## src/rtl/vip_reset_release_seq.sv

```systemverilog
`timescale 1ns/1ps
// Purpose: turns the VIP hard reset into a clock-synchronised rst_sync plus NUM_STAGES index-ordered domain resets.
// Latency: rst_sync drops SYNC_STAGES edges after reset falls (edge E); stage i drops at E+HOLD_CYCLES+i*STAGE_GAP; done one edge later.
// Backpressure: none, all outputs are free-running levels; VIP_RESET_SOFT_REQ_EN adds the soft_req re-sequence port.
module vip_reset_release_seq #(
  parameter int SYNC_STAGES = 2,
  parameter int HOLD_CYCLES = 4,
  parameter int STAGE_GAP   = 3,
  parameter int NUM_STAGES  = 3,
  parameter int CNT_W       = 8,
  parameter int SOFT_CYCLES = 5
) (
  input  logic                  clock,
  input  logic                  reset,
`ifdef VIP_RESET_SOFT_REQ_EN
  input  logic                  soft_req,
`endif
  output logic                  rst_sync,
  output logic [NUM_STAGES-1:0] stage_rst,
  output logic                  done,
  output logic [CNT_W-1:0]      seq_count
);

  // One down-counter serves every timed phase, so it is sized for the longest one.
  localparam int MAX_HG  = (HOLD_CYCLES > STAGE_GAP) ? HOLD_CYCLES : STAGE_GAP;
  localparam int MAX_CYC = (MAX_HG > SOFT_CYCLES) ? MAX_HG : SOFT_CYCLES;
  localparam int TMR_W   = $clog2(MAX_CYC + 1);

  // Loads are "length - 1" because the edge that loads the counter is itself the phase start.
  localparam logic [TMR_W-1:0] HOLD_LOAD = TMR_W'(HOLD_CYCLES - 1);
  localparam logic [TMR_W-1:0] GAP_LOAD  = TMR_W'(STAGE_GAP - 1);
`ifdef VIP_RESET_SOFT_REQ_EN
  localparam logic [TMR_W-1:0] SOFT_LOAD = TMR_W'(SOFT_CYCLES - 1);
`endif

  localparam logic [CNT_W-1:0] CNT_MAX = '1;

  localparam logic [2:0] ST_ASSERTED = 3'd0;
  localparam logic [2:0] ST_HOLD     = 3'd1;
  localparam logic [2:0] ST_RELEASE  = 3'd2;
  localparam logic [2:0] ST_DONE     = 3'd3;
`ifdef VIP_RESET_SOFT_REQ_EN
  localparam logic [2:0] ST_SOFT     = 3'd4;
`endif

  logic [SYNC_STAGES-1:0] sync_q;
  logic                   sync_release_next;

  logic [2:0]             state_q, state_d;
  logic [TMR_W-1:0]       tmr_q, tmr_d;
  logic [NUM_STAGES-1:0]  stage_q, stage_d;
  logic                   done_q, done_d;
  logic [CNT_W-1:0]       count_q, count_d;

  // Reset synchroniser: asserts with reset, shifts zeros in so deassertion lands on a clock edge.
  always_ff @(posedge clock or posedge reset) begin
    if (reset) begin
      sync_q <= '1;
    end else begin
      sync_q <= {sync_q[SYNC_STAGES-2:0], 1'b0};
    end
  end

  assign rst_sync = sync_q[SYNC_STAGES-1];

  // The chain's last flop will clear on this edge: lets the sequencer leave ASSERTED on edge E itself.
  assign sync_release_next = ~sync_q[SYNC_STAGES-2];

  // Sequencer next-state: stage bits clear by shifting zeros in from bit 0, so release order is by index.
  always_comb begin
    state_d = state_q;
    tmr_d   = tmr_q;
    stage_d = stage_q;
    done_d  = done_q;
    count_d = count_q;
    case (state_q)
      ST_ASSERTED: begin
        if (sync_release_next) begin
          state_d = ST_HOLD;
          tmr_d   = HOLD_LOAD;
        end
      end
      ST_HOLD: begin
        if (tmr_q == '0) begin
          stage_d = stage_q << 1;
          state_d = ST_RELEASE;
          tmr_d   = GAP_LOAD;
        end else begin
          tmr_d = tmr_q - 1'b1;
        end
      end
      ST_RELEASE: begin
        if (stage_q == '0) begin
          // All domains already out of reset: completion is flagged one edge after the last release.
          state_d = ST_DONE;
          done_d  = 1'b1;
          if (count_q != CNT_MAX) begin
            count_d = count_q + 1'b1;
          end
        end else if (tmr_q == '0) begin
          stage_d = stage_q << 1;
          tmr_d   = GAP_LOAD;
        end else begin
          tmr_d = tmr_q - 1'b1;
        end
      end
      ST_DONE: begin
`ifdef VIP_RESET_SOFT_REQ_EN
        if (soft_req) begin
          state_d = ST_SOFT;
          stage_d = '1;
          done_d  = 1'b0;
          tmr_d   = SOFT_LOAD;
        end
`endif
      end
`ifdef VIP_RESET_SOFT_REQ_EN
      ST_SOFT: begin
        // The edge that leaves SOFT acts as a fresh E for the hold/release timing.
        if (tmr_q == '0) begin
          state_d = ST_HOLD;
          tmr_d   = HOLD_LOAD;
        end else begin
          tmr_d = tmr_q - 1'b1;
        end
      end
`endif
      default: begin
        // Unreachable encodings fall back to a full re-sequence with every domain held.
        state_d = ST_ASSERTED;
        stage_d = '1;
        done_d  = 1'b0;
        tmr_d   = '0;
      end
    endcase
  end

  // Sequencer state: hard reset returns every output to its held value immediately.
  always_ff @(posedge clock or posedge reset) begin
    if (reset) begin
      state_q <= ST_ASSERTED;
      tmr_q   <= '0;
      stage_q <= '1;
      done_q  <= 1'b0;
      count_q <= '0;
    end else begin
      state_q <= state_d;
      tmr_q   <= tmr_d;
      stage_q <= stage_d;
      done_q  <= done_d;
      count_q <= count_d;
    end
  end

  assign stage_rst = stage_q;
  assign done      = done_q;
  assign seq_count = count_q;

endmodule

```

## config.mk

```make
export PLATFORM = sky130hd
export DESIGN_NAME = vip_reset_release_seq
export DESIGN_NICKNAME = d
export VERILOG_FILES = /design/src/rtl/vip_reset_release_seq.sv
export SDC_FILE = /design/constraint.sdc
export NUM_CORES = 1
export LEC_CHECK = 0
export ABC_AREA = 1
export BUFFER_PORTS_ARGS = -buffer_cell sky130_fd_sc_hd__buf_2
export CAP_MARGIN = 20
export CORE_MARGIN = 2
export CORE_UTILIZATION = 50
export DETAILED_ROUTE_END_ITERATION = 16
export PLACE_DENSITY = 0.73
export SYNTH_ARGS = -nofsm -noshare
export SYNTH_HDL_FRONTEND = slang
export SYNTH_SLANG_ARGS = --single-unit
```

## constraint.sdc

```tcl
create_clock -name clock -period 1.5 [get_ports clock]
set_clock_uncertainty 0.15 [all_clocks]
set_input_delay 0.15 -clock clock [delete_from_list [all_inputs] [get_ports clock]]
set_output_delay 0.15 -clock clock [all_outputs]
set_load 0.01 [all_outputs]
```

==> summary by stage <==
Run status
The flow ran to the end, but the final reports show violations. The final reports fail on negative setup slack.

CTS
The worst-skew pair later-pin latency is 0.30 ns. The number of buffers on the longest clock path is 2. In this run the number of H-tree levels came out at 1. TritonCTS built the clock tree.

Counting the buffers created by CTS gives 3. The root buffer cell chosen for the clock tree is clkbuf_4. The number of clock sinks is 19.

The clock edge transition at the registers on the reported setup and hold paths is 0.11 ns.

Die
The floorplan die area is 2680 um2. The cell row count is 17. The die boundary height is 51.8 um.

The core region is 2190 um2. The initial utilization of the core area, before any placement, comes to 0.521. The width of the die is 51.8 um. During I/O placement, the number of pins put on the boundary was 15.

Synth
Synthesis produced 139 cells. After synthesis the cells add up to 1140 um2. Counting flops and latches in the post-synthesis netlist gives 19. For this run, asynchronously set or reset flops after synthesis account for 1.00. Summed over all instances, the cell type with the most area after synthesis is dfrtp_1.

The share of synthesized area in the top cell type comes to 0.307. Ranked by instance count, the synthesized netlist is headed by nand2_1 (47), dfrtp_1 (14), nor2_1 (14), inv_1 (13), ha_1 (9). In this run, distinct cell masters in the synthesized netlist total 26. The primary flip-flop cell chosen by synthesis mapping is dfrtp_1.

The number of enable-type register cells in the synthesized netlist is 0. The synthesized area per cell is 8.21 um2. The total of warnings raised by yosys is 0. When the netlist entered floorplanning its net count stood at 150. The sequential fraction of the synthesis area is 0.422. By area the synthesized netlist is led by dfrtp_1 (31%), nand2_1 (15%), dfstp_2 (12%), ha_1 (9.9%), nor2_1 (4.6%). The most frequent cell after synthesis is nand2_1.

Placed design
The count of input and output buffers is 14. The post-detailed-placement cell area is 1300 um2. Routability-driven placement finished with a final weighted congestion of 0.924.

The half-perimeter wire length after detailed placement is 1.68 mm. After detailed placement, the design holds a cell count of 188.

Layout
The area added between synthesis and finish is 32.3%. The fraction of layout cells with a size suffix above 1 is 0.401. The finished layout holds 200 standard cells, fillers aside. The filler cells instantiated in the layout total 179. The number of antenna diodes in the final layout is 0. Summing all non-filler instances in the final layout gives an area of 1510 um2.

The final layout net count is 184.

Power
The power density normalized to cell area is 1920 nW/um2. The design draws 2.90 mW. Across the VDD grid, the largest voltage drop is 1.26 mV.

The static leakage power is 0.773 nW.

STA
The setup slack of the critical path after layout is -0.0221 ns. The number of failing hold endpoints at the final stage was 0. The setup violation total in the final timing report is 1. The portion of the clock cycle consumed by the worst path in the final layout is 1.01. Setup repair after global routing could not meet its margin everywhere.

The minimum hold slack is 0.245 ns. The achievable frequency is 0.657 GHz. After layout, the minimum clock period comes to 1.52 ns. The number of max-slew violations in the final report was 0.

Critical path
The gate family responsible for the most delay along the worst path is flip-flops. The largest individual stage delay along the critical path comes from the cell dfrtp_2. The launch point of the worst reg-to-reg path is state_q[1]$_DFFE_PP0P_.

The critical path starts at state_q[1]$_DFFE_PP0P_. By startpoint and endpoint, the worst setup path is classified as register to register. The worst path buffer plus inverter count is 1. The signal on the critical path passes through buf_6, ha_4, a21oi_4, nand2_1, o21a_1. The critical path endpoint category is a register.

The data arrival time of the worst path is 1.57 ns. The biggest cell delay along the critical path is 0.47 ns. The largest fanout of any net on the critical path is 5. The category of the worst setup path launch point is a register. At the worst endpoint, the required time is 1.55 ns.

Routing
The final routed wire length divided by cell count is 13.4 um. After detailed routing, the number of vias per cell comes to 4.95. The count of TritonRoute iterations in the first routing pass is 4. The routed design has 2.67 mm of wire. The first routing iteration left 18 violations. Once detail routing completed, the nets flagged for antenna violations numbered 0.

The routed layout has 990 vias. The residual DRC count is 0.

Global route
After global routing the overflow that remains totals 0. The number of antenna violations at the first check in global routing is 0. The first global-routing pass estimated 4.24 mm of wire. The via count of the first global-routing pass is 1007.

Entering global routing, the biggest net connects 20 pins. The aggregate global-route resource usage is 0.213.

Run
Max-cap violations in this run came to 0.

Min path
The path type of the worst min-delay path is primary input to asynchronous set/reset pin.
-- worst reg2reg max path: cells and delay by family, from the launching register on --
| family | cells | cell delay (ns) |
|---|---|---|
| buffers and inverters | 1 | 0.14 |
| and+or+nand+nor | 1 | 0.15 |
| adders and majority gates | 1 | 0.16 |
| AOI/OAI and AO/OA | 2 | 0.35 |
| DFF | 1 | 0.47 |
-- sequential cells by signal, indices dropped and copies added, names as in the netlist --
signal,flops
sync_q,2
tmr_q,3
seq_count,8
stage_rst,3
state_q,2
done,1
-- power breakdown --
group | internal, mW | leakage [nW] | switching (mW)
registers | 0.683 | 0.232 | 0.129
logic | 0.821 | 0.524 | 1.00
clock network | 0.0994 | 0.0177 | 0.164
total | 1.60 | 0.773 | 1.30
-- cell type report --
cell class / instances / area, um2 / share of cell area
Clock buffer: 3 / 22.5 / 0.0149
Clock inverter: 1 / 5.00 / 0.00331
Inverter: 17 / 63.8 / 0.0423
Multi-Input combinational cell: 103 / 708 / 0.469
Sequential cell: 19 / 483 / 0.320
Tap cell: 28 / 35.0 / 0.0232
Timing Repair Buffer: 29 / 193 / 0.128
-- cells in the final DEF, fill, tap and decap left out, types with 5 or more instances in the layout --
cell type | synthesis | layout
dfrtp_1 | 14 | 13
buf_2 | 0 | 14
nor2_1 | 14 | 12
dfstp_2 | 5 | 5
nand2_1 | 47 | 41
inv_2 | 3 | 6
inv_1 | 13 | 10
nand2_2 | 2 | 7
buf_4 | 0 | 12
-- cell families after synthesis --
kind of cell | share of synthesized area
and+or+nand+nor | 0.326
xor gates and xnor gates | 0.0230
other | 0.00329
buffers and inverters | 0.0559
AOI/OAI and AO/OA | 0.0713
DFF | 0.422
adders and majority gates | 0.0987
-- through the flow --
stage,setup slack (ns),TNS (ns),utilization
3_3_place_gp,0.0317,0,0.593
3_5_place_dp,-0.0350,-0.0350,0.593
4_1_cts,0.00991,0,0.626
6_report,-0.0221,-0.0221,0.689
2_1_floorplan,0.0412,0,-
5_1_grt,-0.0577,-0.188,0.689
-- timing repair --
action	in CTS	in global routing
hold buffers	1	0
pin swaps	0	9
hold endpoints to repair	19	0
resized for setup	2	30
endpoints found under the setup margin	8	15
setup buffers	4	3
-- metal layers --
| layer | share of wire | vias up | routed length (um) | GRT usage |
|---|---|---|---|---|
| met3 | 0.028 | 8 | 76 | 0.0259 |
| met1 | 0.40 | 464 | 1060 | 0.239 |
| met2 | 0.53 | 19 | 1430 | 0.397 |
| met4 | 0.042 | 0 | 112 | 0.0965 |
| met5 | 0 | - | 0 | 0 |
| li1 | - | 499 | - | - |
-- path summary, 6_finish.rpt --
kind	end	slack (ns)	cells past startpoint
worst max register to register	tmr_q[2]$_DFFE_PP0P_	-0.02	5
worst min register to register	sync_q[1]$_DFF_PP1_	0.26	0
max in group asynchronous	stage_rst[1]$_DFFE_PP1P_	0.69	4
worst min-delay path	seq_count[0]$_DFFE_PP0P_	0.25	4
worst max-delay path	tmr_q[2]$_DFFE_PP0P_	-0.02	5
min in group clock	sync_q[1]$_DFF_PP1_	0.26	0
No activity file was read; power rests on OpenSTA's default activity.
